### config.mk
export PLATFORM = sky130hd
export DESIGN_NAME = seq_pattern_tx_flat
export DESIGN_NICKNAME = d
export VERILOG_FILES = /design/src/rtl/seq_pattern_tx_if.sv /design/src/rtl/seq_pattern_tx.sv /design/src/flat_wrapper.sv
export SDC_FILE = /design/constraint.sdc
export NUM_CORES = 1
export LEC_CHECK = 0
export CELL_PAD_IN_SITES_DETAIL_PLACEMENT = 1
export CELL_PAD_IN_SITES_GLOBAL_PLACEMENT = 2
export CORE_MARGIN = 2
export CORE_UTILIZATION = 35
export DETAILED_ROUTE_END_ITERATION = 6
export DONT_BUFFER_PORTS = 1
export GPL_ROUTABILITY_DRIVEN = 0
export PLACE_DENSITY = 0.75
export SLEW_MARGIN = 25
export SYNTH_ARGS = -nofsm -noshare
export SYNTH_HDL_FRONTEND = slang
export SYNTH_SLANG_ARGS = --single-unit
### constraint.sdc
create_clock -name clk_2 -period 2.4 [get_ports clk_2]
set_input_delay 0.12 -clock clk_2 [delete_from_list [all_inputs] [get_ports clk_2]]
set_output_delay 0.12 -clock clk_2 [all_outputs]
set_load 0.05 [all_outputs]
### src/rtl/seq_pattern_tx_if.sv
// seq_pattern_tx_if: control/data bundle between a pattern source (master)
// and the serial transmitter (slave).
interface seq_pattern_tx_if #(
  parameter int NBITS_PAT = 8,
  parameter int LEN_W     = 4,
  parameter int NBITS_REP = 4
);
  logic                 start;
  logic                 abort;
  logic [NBITS_PAT-1:0] pattern;
  logic [LEN_W-1:0]     length;
  logic [NBITS_REP-1:0] repeat_cnt;
  logic                 out_bit;
  logic                 out_valid;
  logic                 busy;
  logic                 done;

  modport master (
    output start, abort, pattern, length, repeat_cnt,
    input  out_bit, out_valid, busy, done
  );

  modport slave (
    input  start, abort, pattern, length, repeat_cnt,
    output out_bit, out_valid, busy, done
  );
endinterface

### src/rtl/seq_pattern_tx.sv
// seq_pattern_tx: serial bit-pattern transmitter feeding the sequence
// detector. Captures pattern/length/repeat on start, shifts one bit per
// clk_2 cycle, one idle gap cycle between passes, done pulse at the end.
// SEG shows the bits remaining in the current pass.
// Build option: SEQ_TX_MSB_FIRST_EN sends pattern[eff_len-1] first;
// default build sends pattern[0] first.
module seq_pattern_tx #(
  parameter int NBITS_PAT = 8,
  parameter int LEN_W     = 4,
  parameter int NBITS_REP = 4
) (
  input  logic           clk_2,
  input  logic           reset,
  seq_pattern_tx_if.slave bus,
  output logic [7:0]     SEG
);
  localparam int REM_W = (LEN_W > 4) ? LEN_W : 4;

  typedef enum logic [1:0] {IDLE, SEND, GAP, DONE} state_t;

  state_t               state, state_nxt;
  logic [NBITS_PAT-1:0] sreg, sreg_nxt;
  logic [NBITS_PAT-1:0] pat_q, pat_nxt;
  logic [LEN_W-1:0]     len_q, len_nxt;
  logic [NBITS_REP-1:0] reps_q, reps_nxt;
  logic [REM_W-1:0]     rem, rem_nxt;
  logic                 out_bit_q, out_bit_nxt;
  logic                 out_valid_q, out_valid_nxt;
  logic                 done_q, done_nxt;
  logic [7:0]           seg_nxt;

  logic [LEN_W-1:0]     in_len_eff;
  logic [NBITS_PAT-1:0] ld_pat, ld_rest;
  logic [LEN_W-1:0]     ld_len;
  logic                 ld_first;
  logic                 sh_bit;
  logic [NBITS_PAT-1:0] sh_rest;

  function automatic logic [7:0] seg_code(input logic [3:0] v);
    case (v)
      4'h0: seg_code = 8'h3F;
      4'h1: seg_code = 8'h06;
      4'h2: seg_code = 8'h5B;
      4'h3: seg_code = 8'h4F;
      4'h4: seg_code = 8'h66;
      4'h5: seg_code = 8'h6D;
      4'h6: seg_code = 8'h7D;
      4'h7: seg_code = 8'h07;
      4'h8: seg_code = 8'h7F;
      4'h9: seg_code = 8'h6F;
      4'hA: seg_code = 8'h77;
      4'hB: seg_code = 8'h7C;
      4'hC: seg_code = 8'h39;
      4'hD: seg_code = 8'h5E;
      4'hE: seg_code = 8'h79;
      default: seg_code = 8'h71;
    endcase
  endfunction

  // Pass-load source: live inputs when starting from IDLE, captured copy on GAP;
  // first bit and remaining shift contents for both bit orders.
  always_comb begin
    in_len_eff = (bus.length == '0 || bus.length > LEN_W'(NBITS_PAT))
                 ? LEN_W'(NBITS_PAT) : bus.length;
    ld_pat = (state == IDLE) ? bus.pattern : pat_q;
    ld_len = (state == IDLE) ? in_len_eff  : len_q;
`ifdef SEQ_TX_MSB_FIRST_EN
    // left-align the active field so the shift always leaves from the top bit
    ld_rest  = ld_pat << (NBITS_PAT - int'(ld_len));
    ld_first = ld_rest[NBITS_PAT-1];
    ld_rest  = ld_rest << 1;
    sh_bit   = sreg[NBITS_PAT-1];
    sh_rest  = sreg << 1;
`else
    ld_first = ld_pat[0];
    ld_rest  = ld_pat >> 1;
    sh_bit   = sreg[0];
    sh_rest  = sreg >> 1;
`endif
  end

  // Next-state and registered-output logic; abort outranks end-of-pass handling.
  always_comb begin
    state_nxt     = state;
    sreg_nxt      = sreg;
    pat_nxt       = pat_q;
    len_nxt       = len_q;
    reps_nxt      = reps_q;
    rem_nxt       = rem;
    out_bit_nxt   = out_bit_q;
    out_valid_nxt = out_valid_q;
    done_nxt      = 1'b0;
    case (state)
      IDLE: begin
        if (bus.start) begin
          pat_nxt       = bus.pattern;
          len_nxt       = in_len_eff;
          reps_nxt      = bus.repeat_cnt;
          state_nxt     = SEND;
          sreg_nxt      = ld_rest;
          out_bit_nxt   = ld_first;
          out_valid_nxt = 1'b1;
          rem_nxt       = REM_W'(ld_len) - REM_W'(1);
        end
      end
      SEND: begin
        if (bus.abort) begin
          state_nxt     = IDLE;
          out_valid_nxt = 1'b0;
          out_bit_nxt   = 1'b0;
          rem_nxt       = '0;
        end else if (rem != '0) begin
          sreg_nxt    = sh_rest;
          out_bit_nxt = sh_bit;
          rem_nxt     = rem - REM_W'(1);
        end else if (reps_q != '0) begin
          state_nxt     = GAP;
          out_valid_nxt = 1'b0;
          out_bit_nxt   = 1'b0;
          reps_nxt      = reps_q - NBITS_REP'(1);
        end else begin
          state_nxt     = DONE;
          out_valid_nxt = 1'b0;
          out_bit_nxt   = 1'b0;
          done_nxt      = 1'b1;
        end
      end
      GAP: begin
        if (bus.abort) begin
          state_nxt     = IDLE;
          out_valid_nxt = 1'b0;
          out_bit_nxt   = 1'b0;
          rem_nxt       = '0;
        end else begin
          state_nxt     = SEND;
          sreg_nxt      = ld_rest;
          out_bit_nxt   = ld_first;
          out_valid_nxt = 1'b1;
          rem_nxt       = REM_W'(ld_len) - REM_W'(1);
        end
      end
      DONE: state_nxt = IDLE;
      default: state_nxt = IDLE;
    endcase
    seg_nxt = seg_code(rem_nxt[3:0]);
  end

  // State and output registers, asynchronously cleared.
  always_ff @(posedge clk_2 or posedge reset) begin
    if (reset) begin
      state       <= IDLE;
      sreg        <= '0;
      pat_q       <= '0;
      len_q       <= '0;
      reps_q      <= '0;
      rem         <= '0;
      out_bit_q   <= 1'b0;
      out_valid_q <= 1'b0;
      done_q      <= 1'b0;
      SEG         <= 8'h3F;
    end else begin
      state       <= state_nxt;
      sreg        <= sreg_nxt;
      pat_q       <= pat_nxt;
      len_q       <= len_nxt;
      reps_q      <= reps_nxt;
      rem         <= rem_nxt;
      out_bit_q   <= out_bit_nxt;
      out_valid_q <= out_valid_nxt;
      done_q      <= done_nxt;
      SEG         <= seg_nxt;
    end
  end

  assign bus.out_bit   = out_bit_q;
  assign bus.out_valid = out_valid_q;
  assign bus.done      = done_q;
  assign bus.busy      = (state != IDLE);
endmodule

### src/flat_wrapper.sv
// flat-port wrapper written by rule: the top's interface ports become plain ports
module seq_pattern_tx_flat 
#(
  parameter int NBITS_PAT = 8,
  parameter int LEN_W     = 4,
  parameter int NBITS_REP = 4
)
  (clk_2, reset, SEG, bus_start, bus_abort, bus_pattern, bus_length, bus_repeat_cnt, bus_out_bit, bus_out_valid, bus_busy, bus_done);
  seq_pattern_tx_if #(.NBITS_PAT(NBITS_PAT), .LEN_W(LEN_W), .NBITS_REP(NBITS_REP)) bus_i ();
  input  logic clk_2;
  input  logic reset;
  output logic [7:0] SEG;
  input wire logic [$bits(bus_i.start)-1:0] bus_start;
  input wire logic [$bits(bus_i.abort)-1:0] bus_abort;
  input wire logic [$bits(bus_i.pattern)-1:0] bus_pattern;
  input wire logic [$bits(bus_i.length)-1:0] bus_length;
  input wire logic [$bits(bus_i.repeat_cnt)-1:0] bus_repeat_cnt;
  output wire logic [$bits(bus_i.out_bit)-1:0] bus_out_bit;
  output wire logic [$bits(bus_i.out_valid)-1:0] bus_out_valid;
  output wire logic [$bits(bus_i.busy)-1:0] bus_busy;
  output wire logic [$bits(bus_i.done)-1:0] bus_done;
  assign bus_i.start = bus_start;
  assign bus_i.abort = bus_abort;
  assign bus_i.pattern = bus_pattern;
  assign bus_i.length = bus_length;
  assign bus_i.repeat_cnt = bus_repeat_cnt;
  assign bus_out_bit = bus_i.out_bit;
  assign bus_out_valid = bus_i.out_valid;
  assign bus_busy = bus_i.busy;
  assign bus_done = bus_i.done;
  seq_pattern_tx #(.NBITS_PAT(NBITS_PAT), .LEN_W(LEN_W), .NBITS_REP(NBITS_REP)) u_core (.clk_2(clk_2), .reset(reset), .bus(bus_i), .SEG(SEG));
endmodule
# After elaboration in Yosys (flattened, before gate mapping)
# Memories as Yosys holds them, arrays and structs flattened. A register that Yosys moved wholly into a read port is not among the register bits.
# Index checks and enable logic that the tools add are counted.
# totals
ff_bits,41
romBits,112
input_bits,20
out_inout_bits,12
elab_cells,77
n_memories,1
# memory_table
memory,words,word_bits,read_ports,rd_ports_with_merged_regs,write_ports,line,source
(name not given),16,7,1,1,0,seq_pattern_tx.sv:40,case (v)
# classes
add_sub_neg,3
magnitude_cmp,1
n_eq_ne,10
n_mux,38
n_reduce_logical,14
# op_table
op,n
$mux W4,10
$mux W8,5
$pmux W8 S3,1
$mux W1,14
$pmux W4 S3,1
$sub A4 B1 Y4 const B,3
$reduce_and A5 Y1,2
$ne A2 B2 Y1 const B,4
$pmux W2 S4,1
$pmux W4 S2,1
$reduce_bool A4 Y1,2
$mux W2,3
$pmux W1 S3,2
$reduce_and A2 Y1,3
$eq A2 B2 Y1 const B,2
$gt A4 B4 Y1 const B,1
$logic_not A4 Y1,1
$ne A2 B1 Y1 const B,2
$reduce_bool A2 Y1,2
$ne A3 B3 Y1 const B,1
$reduce_and A3 Y1,1
$reduce_bool A3 Y1,1
$eq A2 B1 Y1 const B,1
$logic_not A2 Y1,1
$logic_or A1 B1 Y1,1

# Depth between registers and ports, before layout
# Gate-level depths: netlist of the first run.
# depth
word_depth,7
depth_mapped,12

# Worst setup path before layout of the first run
# No wires, ideal clock.
# synth_timing
path_type,register to register
from,reg u_core.state[0]
to,reg u_core.SEG[2]
setup_time_ns,0.082
arrival_time_ns,2.470
t_required_ns,2.318
slack_ns,-0.152
stages_incl_launch_ff,11
path_buffers,1
period_less_slack_ns,2.552
path_cell_list,dfrtp_1 > inv_1 > ha_1 > buf_6 > mux2i_2 > ha_1 > o221ai_4 > inv_1 > ha_1 > or2_2 > mux2_2
# synth_via
elab_chain_len,5
word_cells_on_any_way,8
# synth_lines
element,line,source
from (decl),seq_pattern_tx.sv:21,"state_t state, state_nxt;"
from (signal assigned),seq_pattern_tx.sv:162,state <= state_nxt;
$logic_not A2 Y1,"seq_pattern_tx.sv:66, seq_pattern_tx.sv:93",
$mux W4,seq_pattern_tx.sv:66,ld_len = (state == IDLE) ? in_len_eff : len_q;
$sub A4 B1 Y4,"seq_pattern_tx.sv:103, seq_pattern_tx.sv:139",
"$mux W4, on equally long branches","seq_pattern_tx.sv:129, seq_pattern_tx.sv:95",
$pmux W4 S3 *,seq_pattern_tx.sv:93,case (state)
to (decl),seq_pattern_tx.sv:15,output logic [7:0] SEG
# Mark *: on every way between the ends. The rest lies on a longest branch, timed or not.
# A chain may end at the register's enable or synchronous reset.

# Worst setup path in the final report of the first run
# Same ends and word-level chain as after synthesis.

==> run_results.csv, run 1 <==
group,metric,value,unit
final_layout,postLayoutCoreUtil,44.0,%
route,top_layer,"met4",
clock_tree,tritoncts,"built",
power,finalPower,4.59,mW
route,routed_via_density,5.25,
grt,track_usage,16.5,%
floorplan,initial_core_util,36.4,%
logic_synthesis,ys_seq_area_share,42.3,%
flow_run,drv.max_cap_violation_count,0,
worst_hold_path,worst_hold_path_type,"in -> reg",
grt,antenna_violations_before_repair,0,
floorplan,ios,32,
logic_synthesis,synth_enable_flop_cells,0,
route,detailroute.via_count,1791,
power,power_per_cell_area,1630,nW/um^2
final_layout,fin_area,2810,um^2
floorplan,die_height,85.5,um
grt,first_global_vias,1977,
floorplan,die_area,7310,um^2
route,dr_wl_met2,2750,um
logic_synthesis,netlist-cell-type-count,49,
route,length_of_routed_wiring_on_met1,2450,um
route,finalWirelength,5540,um
clock_tree,cts.path.max_buffers,2,
run_status,run_status,"finished clean",
setup_path,timing_worst_setup_path_type,"reg -> reg",
final_layout,finish.cell_count_without_fillers,341,
logic_synthesis,syn_nets,265,
final_layout,final_net_count,296,
worst_hold_path,min_to,"u_core.len_q[3]",
sta,worst_hold_slack,0.0357,ns
logic_synthesis,synth_area_per_cell,10.0,um^2
sta,final.period_utilization,95.5,%
worst_hold_path,min_delay_path_depth,2,
final_layout,areaGrowthSynthToFinish,21.1,%
sta,transition_time_at_the_pin_with_the_least_slew_margin,0.514,ns
final_layout,num_antenna_cells,0,
sta,timing_max_transition_violations_final,0,
logic_synthesis,syn-cell-area,2320,um^2
clock_tree,root_buffer,"sky130_fd_sc_hd__clkbuf_8",
clock_tree,cts.sink_count,39,
final_layout,layout-drive-gt1-share,28.8,%
route,detailedRoute.firstPassIterationCount,4,
floorplan,rows,29,
power,worst_ir_drop_vdd,0.674,mV
sta,period_needed,2.29,ns
clock_tree,inserted_clock_buffers,5,
floorplan,fp.coreArea,6390,um^2
route,initialDrtViolationCount,44,
setup_path,reg2reg_depth,9,
sta,worst_clock_skew,0.00526,ns
setup_path,worst_reg2reg_endpoint,"u_core.SEG[2]",
setup_path,ff2ff_setup_slack,0.11,ns
place,port_buffers,0,
floorplan,fp.dieW,85.5,um
route,route.detailed.wl_per_inst,16.2,um
setup_path,endpoint_kind,"register",
grt,grt_start_max_net_pins,40,
sta,hold_viol,0,
logic_synthesis,main_flop_type_after_synthesis,"sky130_fd_sc_hd__dfrtp_1",
route,remaining_drc_errors,0,
setup_path,setup.worst_path.start_class,"register",
logic_synthesis,synth_seq_cells,39,
setup_path,cp_data_required_time,2.62,ns
sta,max_freq,436,MHz
place,dpl.cell_count,323,
setup_path,timing.critical_path.arrival,2.52,ns
grt,overflow,0,
place,placed_cell_area,2580,um^2
route,met3RoutedLength,243,um
route,drt.antenna.violating_nets,0,
logic_synthesis,syn_inst,232,
power,power_leakage,1.22,nW
sta,timing.slew.headroom,65.7,%
worst_hold_path,hold_path_startpoint,"bus_length[3]",
setup_path,worstReg2RegStart,"u_core.state[0]",
setup_path,critical_path.startpoint,"u_core.state[0]",
logic_synthesis,synthArstFlopShare,100,%
setup_path,critical_path.max_fanout,8,
clock_tree,clkTransAtPathRegs,0.08,ns
grt,grt_first_pass_wirelength,9490,um
logic_synthesis,synth.yosys.warnings,0,
clock_tree,clock_latency,0.30,ns
place,dp.final_hpwl,4060,um
clock_tree,cts_max_level,2,
sta,setup_viol,0,
[cells by family after synthesis]
| family | Yosys count | share of synthesized area [%] |
|---|---|---|
| AOI/OAI and AO/OA | 58 | 16.9 |
| DFF | 39 | 42.3 |
| adders and majority gates | 13 | 7.00 |
| xor gates and xnor gates | 3 | 1.13 |
| muxes | 25 | 11.6 |
| other | 1 | 0.161 |
| buffers and inverters | 24 | 5.01 |
| and+or+nand+nor | 69 | 15.9 |
[repair_timing]
action / 4_1_cts / 5_1_grt
setup endpoints to repair: 2 / 7
setup buffers: 0 / 0
hold endpoints to repair: 42 / 0
resized for setup: 2 / 10
pin swaps: 0 / 1
hold buffers: 10 / 0
[per-layer routing]
metal,GRT usage [%],vias to the layer above
met5,0,-
met4,6.49,0
met3,3.79,7
met2,28.2,21
met1,20.1,893
li1,-,870
[state kept, by name (all words and copies together) (netlist names), named ones only]
signal / cells
u_core.reps_q: 4
u_core.bus.done: 1
u_core.state: 2
u_core.rem: 3
u_core.pat_q: 8
u_core.len_q: 4
u_core.sreg: 7
u_core.bus.out_bit: 1
u_core.bus.out_valid: 1
u_core.SEG: 7
[worst max-delay path: stages, from the launching register on]
cell and delay (ns):
sky130_fd_sc_hd__dfrtp_1 0.40, sky130_fd_sc_hd__inv_2 0.08, sky130_fd_sc_hd__ha_4 0.23, sky130_fd_sc_hd__mux2i_4 0.32, sky130_fd_sc_hd__ha_4 0.25, sky130_fd_sc_hd__o221ai_4 0.20, sky130_fd_sc_hd__inv_2 0.08, sky130_fd_sc_hd__ha_2 0.17
sky130_fd_sc_hd__or2_4 0.24, sky130_fd_sc_hd__mux2_2 0.26
[cell type report]
| cell class | instances | area, um^2 |
|---|---|---|
| repair buffers | 35 | 295 |
| inverters | 13 | 51.3 |
| clock buffers | 5 | 68.8 |
| fillers | 742 | 3570 |
| flip-flops and latches | 39 | 983 |
| clock inverters | 3 | 15.0 |
| multi-input cells | 169 | 1300 |
| well taps | 77 | 96.3 |
[where the power goes]
part / leakage, nW / switching (mW) / total, mW / internal, mW
Sequential: 0.468 / 0.425 / 1.44 / 1.01
Combinational: 0.709 / 1.43 / 2.72 / 1.29
Clock: 0.0477 / 0.241 / 0.440 / 0.199
[how the worst max path moves through the flow]
stage / endpoint / slack [ns] / cells after the start
4_1_cts: u_core.SEG[2] / 0.005 / 10
2_1_floorplan: u_core.SEG[2] / 0.03 / 10
3_5_place_dp: u_core.SEG[0] / -0.04 / 10
6_report: u_core.SEG[2] / 0.11 / 9
5_1_grt: u_core.SEG[0] / -0.005 / 10
3_3_place_gp: u_core.SEG[2] / 0.04 / 8
[synthesized netlist by cell type, types with 2 or more instances]
cell	number	area, um^2
sky130_fd_sc_hd__buf_4	2	15.0
sky130_fd_sc_hd__o21ai_0	18	90.1
sky130_fd_sc_hd__buf_6	2	22.5
sky130_fd_sc_hd__mux2i_1	12	120
sky130_fd_sc_hd__a21oi_1	20	100
sky130_fd_sc_hd__nand3_1	2	10.0
sky130_fd_sc_hd__xnor2_1	2	17.5
sky130_fd_sc_hd__o31ai_1	3	22.5
sky130_fd_sc_hd__nor2_1	20	75.1
sky130_fd_sc_hd__inv_1	12	45.0
sky130_fd_sc_hd__mux2_2	12	135
sky130_fd_sc_hd__ha_1	13	163
sky130_fd_sc_hd__a31oi_1	3	18.8
sky130_fd_sc_hd__clkbuf_1	6	22.5
sky130_fd_sc_hd__nor3_1	4	20.0
sky130_fd_sc_hd__o22a_1	3	26.3
sky130_fd_sc_hd__nand2b_1	5	31.3
sky130_fd_sc_hd__dfrtp_1	33	826
sky130_fd_sc_hd__nor2b_1	7	43.8
sky130_fd_sc_hd__nand2_1	17	63.8
sky130_fd_sc_hd__or2_2	2	12.5
sky130_fd_sc_hd__dfstp_2	6	158
sky130_fd_sc_hd__nor3b_1	2	15.0
[through the flow]
step / TNS, ns / worst slack [ns]
6_report: 0 / 0.107
4_1_cts: 0 / 0.00452
3_5_place_dp: -0.0434 / -0.0434
2_1_floorplan: 0 / 0.0349
3_3_place_gp: 0 / 0.0400
5_1_grt: -0.00484 / -0.00484
[cell usage in the layout (no fill, tap or decap), drive strengths merged, types with 7 or more instances in the layout]
| cell type | netlist | final |
|---|---|---|
| inv | 13 | 13 |
| mux2 | 12 | 12 |
| nor2 | 20 | 20 |
| buf | 5 | 25 |
| nor2b | 7 | 7 |
| o21ai | 19 | 19 |
| a21oi | 20 | 20 |
| dfrtp | 33 | 33 |
| nand2 | 17 | 17 |
| ha | 13 | 13 |
| dlygate4sd3 | 0 | 10 |
| mux2i | 13 | 13 |
(Power assumes the default switching activity.)
==> run 2, diff against run 1 <==
--- a/config.mk
+++ b/config.mk
@@ -5,14 +5,13 @@
 export SDC_FILE = /design/constraint.sdc
 export NUM_CORES = 1
 export LEC_CHECK = 0
-export CELL_PAD_IN_SITES_DETAIL_PLACEMENT = 1
-export CELL_PAD_IN_SITES_GLOBAL_PLACEMENT = 2
 export CORE_MARGIN = 2
 export CORE_UTILIZATION = 35
+export CTS_BUF_LIST = sky130_fd_sc_hd__clkbuf_16
 export DETAILED_ROUTE_END_ITERATION = 6
 export DONT_BUFFER_PORTS = 1
 export GPL_ROUTABILITY_DRIVEN = 0
-export PLACE_DENSITY = 0.75
+export PLACE_DENSITY = 0.53
 export SLEW_MARGIN = 25
 export SYNTH_ARGS = -nofsm -noshare
 export SYNTH_HDL_FRONTEND = slang
==> run 2 against run 1 <==
Effect of this change:
- cell area up 2.0%
- global-route usage fell by 2.3 points
- setup slack worse by 0.00079 ns
- register-to-register slack about the same
- core utilization increased by 0.90 points
- clock power is 46% higher
- sequential power is essentially flat
- combinational power fell by 2%
- critical path type unchanged
- critical endpoint is now u_core.SEG[5]
==> run_results.csv, run 2 (synthesized netlist as in run 1, its figures left out) <==
group,metric,value,unit
final_layout,layout_top_registers,"u_core.pat_q x8, u_core.SEG x7, u_core.sreg x7",
sta,worst_hold_slack,0.0327,ns
power,worst_ir_drop_vdd,0.845,mV
route,remaining_drc_errors,0,
clock_tree,tritoncts,"built",
final_layout,finish.cell_count_without_fillers,340,
power,internal-power,2.69,mW
power,power_per_cell_area,1650,nW/um^2
final_layout,fin_area,2870,um^2
flow_run,drv.max_cap_violation_count,0,
final_layout,final_net_count,295,
setup_path,bufs_and_invs_on_worst_path,3,
route,finalWirelength,4800,um
power,finalPower,4.74,mW
final_layout,num_antenna_cells,0,
clock_tree,cts.path.max_buffers,2,
final_layout,areaGrowthSynthToFinish,23.5,%
grt,gr-usage-met2,20.7,%
final_layout,num-fill-cells,613,
sta,setup-tns-final,0,ns
worst_hold_path,worst_hold_path_type,"in -> reg",
clock_tree,cts.sink_count,39,
power,power_frac_comb,56.3,%
power,clockPowerShare,13.6,%
grt,globalRouteMet3Util,3.21,%
grt,grtUsageMet1,20.9,%
floorplan,die_height,85.5,um
run_status,run_status,"finished clean",
grt,grt.busiest_layer,"met1",
route,initialDrtViolationCount,108,
floorplan,die_area,7310,um^2
route,detailroute.via_count,1743,
power,power_leakage,1.24,nW
setup_path,cp_data_required_time,2.61,ns
power,seqPwrFrac,30.1,%
place,dpl.cell_count,321,
setup_path,worst_path_max_delay_cell,"sky130_fd_sc_hd__dfrtp_1",
setup_path,critical-path-top-delay-family,"compound AO/OA/AOI/OAI gates",
sta,transition_time_at_the_pin_with_the_least_slew_margin,0.557,ns
grt,first_global_vias,1730,
sta,hold_viol,0,
final_layout,postLayoutCoreUtil,44.9,%
place,dp.final_hpwl,3490,um
clock_tree,inserted_clock_buffers,5,
setup_path,timing.critical_path.arrival,2.50,ns
clock_tree,clkTransAtPathRegs,0.06,ns
route,routed_via_density,5.13,
setup_path,endpoint_kind,"register",
route,route.detailed.wl_per_inst,14.1,um
setup_path,critical_path.max_fanout,11,
setup_path,cp_cell_sequence,"buf_4 > ha_1 > buf_4 > o31ai_1 > o21ai_0 > a21oi_2 > buf_4 > or2b_1 > a21oi_1 > nor2_1",
route,drt.antenna.violating_nets,0,
sta,grt_setup_unrepaired,"false",
setup_path,cp_slowest_stage_delay,0.38,ns
power,power.switching_fraction,43.2,%
floorplan,fp.coreArea,6390,um^2
setup_path,setup.worst_path.start_class,"register",
setup_path,timing_worst_setup_path_type,"reg -> reg",
sta,final.period_utilization,95.6,%
clock_tree,clock_latency,0.28,ns
grt,grt_first_pass_wirelength,8280,um
sta,timing_max_transition_violations_final,0,
clock_tree,root_buffer,"sky130_fd_sc_hd__clkbuf_16",
floorplan,ios,32,
sta,worst_clock_skew,0.00526,ns
place,placed_cell_area,2570,um^2
sta,period_needed,2.29,ns
grt,antenna_violations_before_repair,0,
final_layout,final_common_cell,"sky130_fd_sc_hd__dfrtp_1",
final_layout,multi_input_area,1320,um^2
route,detailedRoute.firstPassIterationCount,4,
final_layout,layout-drive-gt1-share,29.7,%
setup_path,path_common_cell,"sky130_fd_sc_hd__buf_4",
sta,setup_ws,0.106,ns
sta,max_freq,436,MHz
floorplan,fp.dieW,85.5,um
floorplan,rows,29,
sta,timing.slew.headroom,62.8,%
power,netSwitchingPower,2.05,mW
floorplan,initial_core_util,36.4,%
final_layout,layout.area.seq,983,um^2
clock_tree,cts_max_level,2,
place,port_buffers,0,
grt,track_usage,14.2,%
place,pre_cts_slack,0.00999,ns
grt,overflow,0,
sta,setup_viol,0,
grt,grt_start_max_net_pins,27,
final_layout,top_register,"u_core.pat_q",
final_layout,largest_register_ffs,8,
final_layout,mostFrequentLayoutCells,"sky130_fd_sc_hd__dfrtp_1, sky130_fd_sc_hd__buf_4, sky130_fd_sc_hd__nor2_1",
## run 2: cell types whose count changed in the layout (fill, tap and decap cells not counted), moves of 2 or more
cell and delta:
sky130_fd_sc_hd__clkbuf_16 +5, sky130_fd_sc_hd__buf_6 -2, sky130_fd_sc_hd__buf_4 +2, sky130_fd_sc_hd__clkinv_2 -3
sky130_fd_sc_hd__clkbuf_8 -5
## run 2: area by class of cell
| cell class | count | area share (%) |
|---|---|---|
| Clock buffer | 5 | 4.36 |
| Timing Repair Buffer | 34 | 9.68 |
| Tap cell | 77 | 3.36 |
| Clock inverter | 3 | 0.697 |
| Inverter | 13 | 1.79 |
| Sequential cell | 39 | 34.3 |
| Multi-Input combinational cell | 169 | 45.9 |
## run 2: power by group through the flow
stage	combinational [mW]	sequential [mW]	clock, mW
3_3_place_gp	2.54	1.44	0
4_1_cts	2.60	1.43	0.668
2_1_floorplan	1.93	1.40	0
3_5_place_dp	2.55	1.44	0
5_1_grt	3.00	1.47	0.698
6_report	2.67	1.43	0.642
## run 2: per-layer routing
layer  vias up  share of wire, %
li1        874                 -
met1       840                52
met2        27                43
met3         2               3.9
met4         0               1.0
met5         -                 0
## run 2: final timing paths
| kind | from | to | slack [ns] | depth (start not counted) |
|---|---|---|---|---|
| max in group asynchronous | reset | u_core.state[1] | 1.35 | 3 |
| min in group asynchronous | reset | u_core.SEG[6] | 0.33 | 2 |
| hold / removal | bus_repeat_cnt[0] | u_core.reps_q[0] | 0.03 | 2 |
| setup reg to reg | u_core.state[0] | u_core.SEG[5] | 0.11 | 10 |
| setup / recovery | u_core.state[0] | u_core.SEG[5] | 0.11 | 10 |
| hold reg to reg | u_core.sreg[2] | u_core.sreg[2] | 0.48 | 2 |
## run 2: timing repair
item,4_1_cts,5_1_grt
pin swaps,0,3
resized for setup,1,10
hold endpoints to repair,16,0
buffers inserted,0,2
setup endpoints to repair,1,6
hold buffers,9,0
==> run 3, diff against run 2 <==
--- a/config.mk
+++ b/config.mk
@@ -6,12 +6,12 @@
 export NUM_CORES = 1
 export LEC_CHECK = 0
 export CORE_MARGIN = 2
-export CORE_UTILIZATION = 35
+export CORE_UTILIZATION = 30
 export CTS_BUF_LIST = sky130_fd_sc_hd__clkbuf_16
 export DETAILED_ROUTE_END_ITERATION = 6
 export DONT_BUFFER_PORTS = 1
 export GPL_ROUTABILITY_DRIVEN = 0
-export PLACE_DENSITY = 0.53
+export PLACE_DENSITY = 0.47
 export SLEW_MARGIN = 25
 export SYNTH_ARGS = -nofsm -noshare
 export SYNTH_HDL_FRONTEND = slang
==> run 3 against run 2 <==
Effect of this change:
- die area up 16%
- via count up 1.2%
- clock skew up 0.0011 ns
- register-to-register slack about the same
- sequential cell count unchanged
- global-route usage down 0.98 points
- largest cell class unchanged
- largest power group unchanged
==> run_results.csv, run 3 (synthesized netlist as in run 1, its figures left out) <==
group,metric,value,unit
run_status,run_status,"finished clean",
final_layout,areaGrowthSynthToFinish,27.3,%
sta,max_freq,436,MHz
route,drt.antenna.violating_nets,0,
floorplan,die_height,92.0,um
clock_tree,cts.sink_count,39,
power,power_leakage,1.28,nW
power,netSwitchingPower,2.10,mW
setup_path,cp_cell_sequence,"inv_2 > ha_4 > mux2i_4 > buf_4 > o311ai_4 > xnor2_1 > a221o_1 > and4_4 > a311oi_2",
sta,grt_setup_unrepaired,"true",
final_layout,layout-drive-gt1-share,30.0,%
power,power_frac_comb,55.6,%
setup_path,timing.critical_path.arrival,2.49,ns
power,clockPowerShare,15.5,%
final_layout,final_net_count,302,
sta,transition_time_at_the_pin_with_the_least_slew_margin,0.511,ns
worst_hold_path,worst_hold_path_type,"in -> reg",
route,remaining_drc_errors,0,
route,initialDrtViolationCount,60,
setup_path,cp_data_required_time,2.60,ns
floorplan,fp.dieW,92.0,um
clock_tree,tritoncts,"built",
final_layout,num-fill-cells,762,
grt,track_usage,13.2,%
setup_path,timing_worst_setup_path_type,"reg -> reg",
final_layout,largest_register_ffs,8,
clock_tree,root_buffer,"sky130_fd_sc_hd__clkbuf_16",
sta,setup_ws,0.105,ns
power,power.switching_fraction,42.3,%
floorplan,initial_core_util,30.5,%
sta,worst_clock_skew,0.00634,ns
power,seqPwrFrac,28.9,%
final_layout,mostFrequentLayoutCells,"sky130_fd_sc_hd__dfrtp_1, sky130_fd_sc_hd__buf_4, sky130_fd_sc_hd__nor2_1",
clock_tree,inserted_clock_buffers,5,
route,route.detailed.wl_per_inst,14.2,um
sta,final.period_utilization,95.6,%
sta,period_needed,2.29,ns
setup_path,endpoint_kind,"register",
route,finalWirelength,5280,um
power,power_per_cell_area,1680,nW/um^2
power,internal-power,2.87,mW
floorplan,ios,32,
route,routed_via_density,4.74,
setup_path,setup.worst_path.start_class,"register",
sta,worst_hold_slack,0.00998,ns
setup_path,critical_path.max_fanout,7,
floorplan,die_area,8460,um^2
sta,timing_max_transition_violations_final,0,
final_layout,num_antenna_cells,0,
flow_run,drv.max_cap_violation_count,0,
grt,grt_first_pass_wirelength,8850,um
place,dp.final_hpwl,3750,um
clock_tree,cts.path.max_buffers,2,
final_layout,top_register,"u_core.pat_q",
grt,antenna_violations_before_repair,0,
clock_tree,clkTransAtPathRegs,0.06,ns
floorplan,rows,32,
sta,hold_viol,0,
grt,grt_start_max_net_pins,40,
clock_tree,clock_latency,0.29,ns
place,pre_cts_slack,-0.0404,ns
setup_path,worst_path_max_delay_cell,"sky130_fd_sc_hd__a221o_1",
route,detailedRoute.firstPassIterationCount,3,
setup_path,cp_slowest_stage_delay,0.41,ns
clock_tree,cts_max_level,2,
grt,first_global_vias,1795,
sta,timing.slew.headroom,65.9,%
floorplan,fp.coreArea,7610,um^2
place,port_buffers,0,
sta,setup_viol,0,
final_layout,layout_top_registers,"u_core.pat_q x8, u_core.SEG x7, u_core.sreg x7",
power,worst_ir_drop_vdd,0.519,mV
grt,overflow,0,
final_layout,final_common_cell,"sky130_fd_sc_hd__dfrtp_1",
route,detailroute.via_count,1764,
-- run 3: what timing repair did --
item	CTS	global route
endpoints found under the setup margin	3	7
endpoints found under the hold margin	41	0
pin swaps	0	3
cloned	0	1
setup buffers	0	7
hold buffers	9	0
gates resized for setup	1	9
-- run 3: per-layer routing --
layer	track usage, %	share of wire (%)
met1	18.0	48
met5	0	0
met3	4.03	5.1
met4	5.35	1.8
met2	19.6	45
-- run 3: cell type report --
| class | instances | area (um^2) | area share [%] |
|---|---|---|---|
| Clock buffer | 5 | 125 | 4.23 |
| Clock inverter | 3 | 42.5 | 1.44 |
| Inverter | 13 | 51.3 | 1.73 |
| Multi-Input combinational cell | 169 | 1300 | 44.0 |
| Sequential cell | 39 | 983 | 33.2 |
| Tap cell | 102 | 128 | 4.31 |
| Timing Repair Buffer | 41 | 328 | 11.1 |
-- run 3: critical path: cells and delay by family (launching register included) --
kind                     cells  cell delay (ns)
buffers and inverters        2             0.23
multiplexers                 1             0.27
AND/OR/NAND/NOR              1             0.19
XOR/XNOR                     1             0.16
AO/OA/AOI/OAI                3             0.74
adder cells (fa/ha/maj)      1             0.22
flip-flops                   1             0.38
-- run 3: power by group through the flow --
stage               Clock (mW)  Combinational [mW]  Sequential (mW)
floorplan                    0                1.93             1.40
global placement             0                2.54             1.44
detailed placement           0                2.57             1.44
CTS                      0.792                2.62             1.43
global route             0.824                3.10             1.47
finish                   0.769                2.76             1.44
-- run 3: worst paths after layout --
check	start	end	slack, ns	cells after the start
max	u_core.state[0]	u_core.SEG[0]	0.11	9
min	bus_repeat_cnt[0]	u_core.reps_q[0]	0.01	2
max reg2reg	u_core.state[0]	u_core.SEG[0]	0.11	9
min reg2reg	u_core.sreg[3]	u_core.sreg[3]	0.48	2
max in group asynchronous	reset	u_core.SEG[0]	1.64	3
min in group asynchronous	reset	u_core.pat_q[7]	0.39	3
-- run 3: per-stage QoR --
stage | cell area, um^2 | std cells | setup TNS [ns] | power (mW) | utilization, %
after floorplan | 2370 | 232 | 0 | 3.32 | -
after global routing | 2960 | 372 | -0.00379 | 5.39 | 38.9
after detailed placement | 2610 | 347 | -0.0757 | 4.01 | 34.3
after global placement | 2610 | 347 | -0.0330 | 3.98 | 34.3
final | 2960 | 372 | 0 | 4.97 | 38.9
after CTS | 2880 | 364 | 0 | 4.85 | 37.8
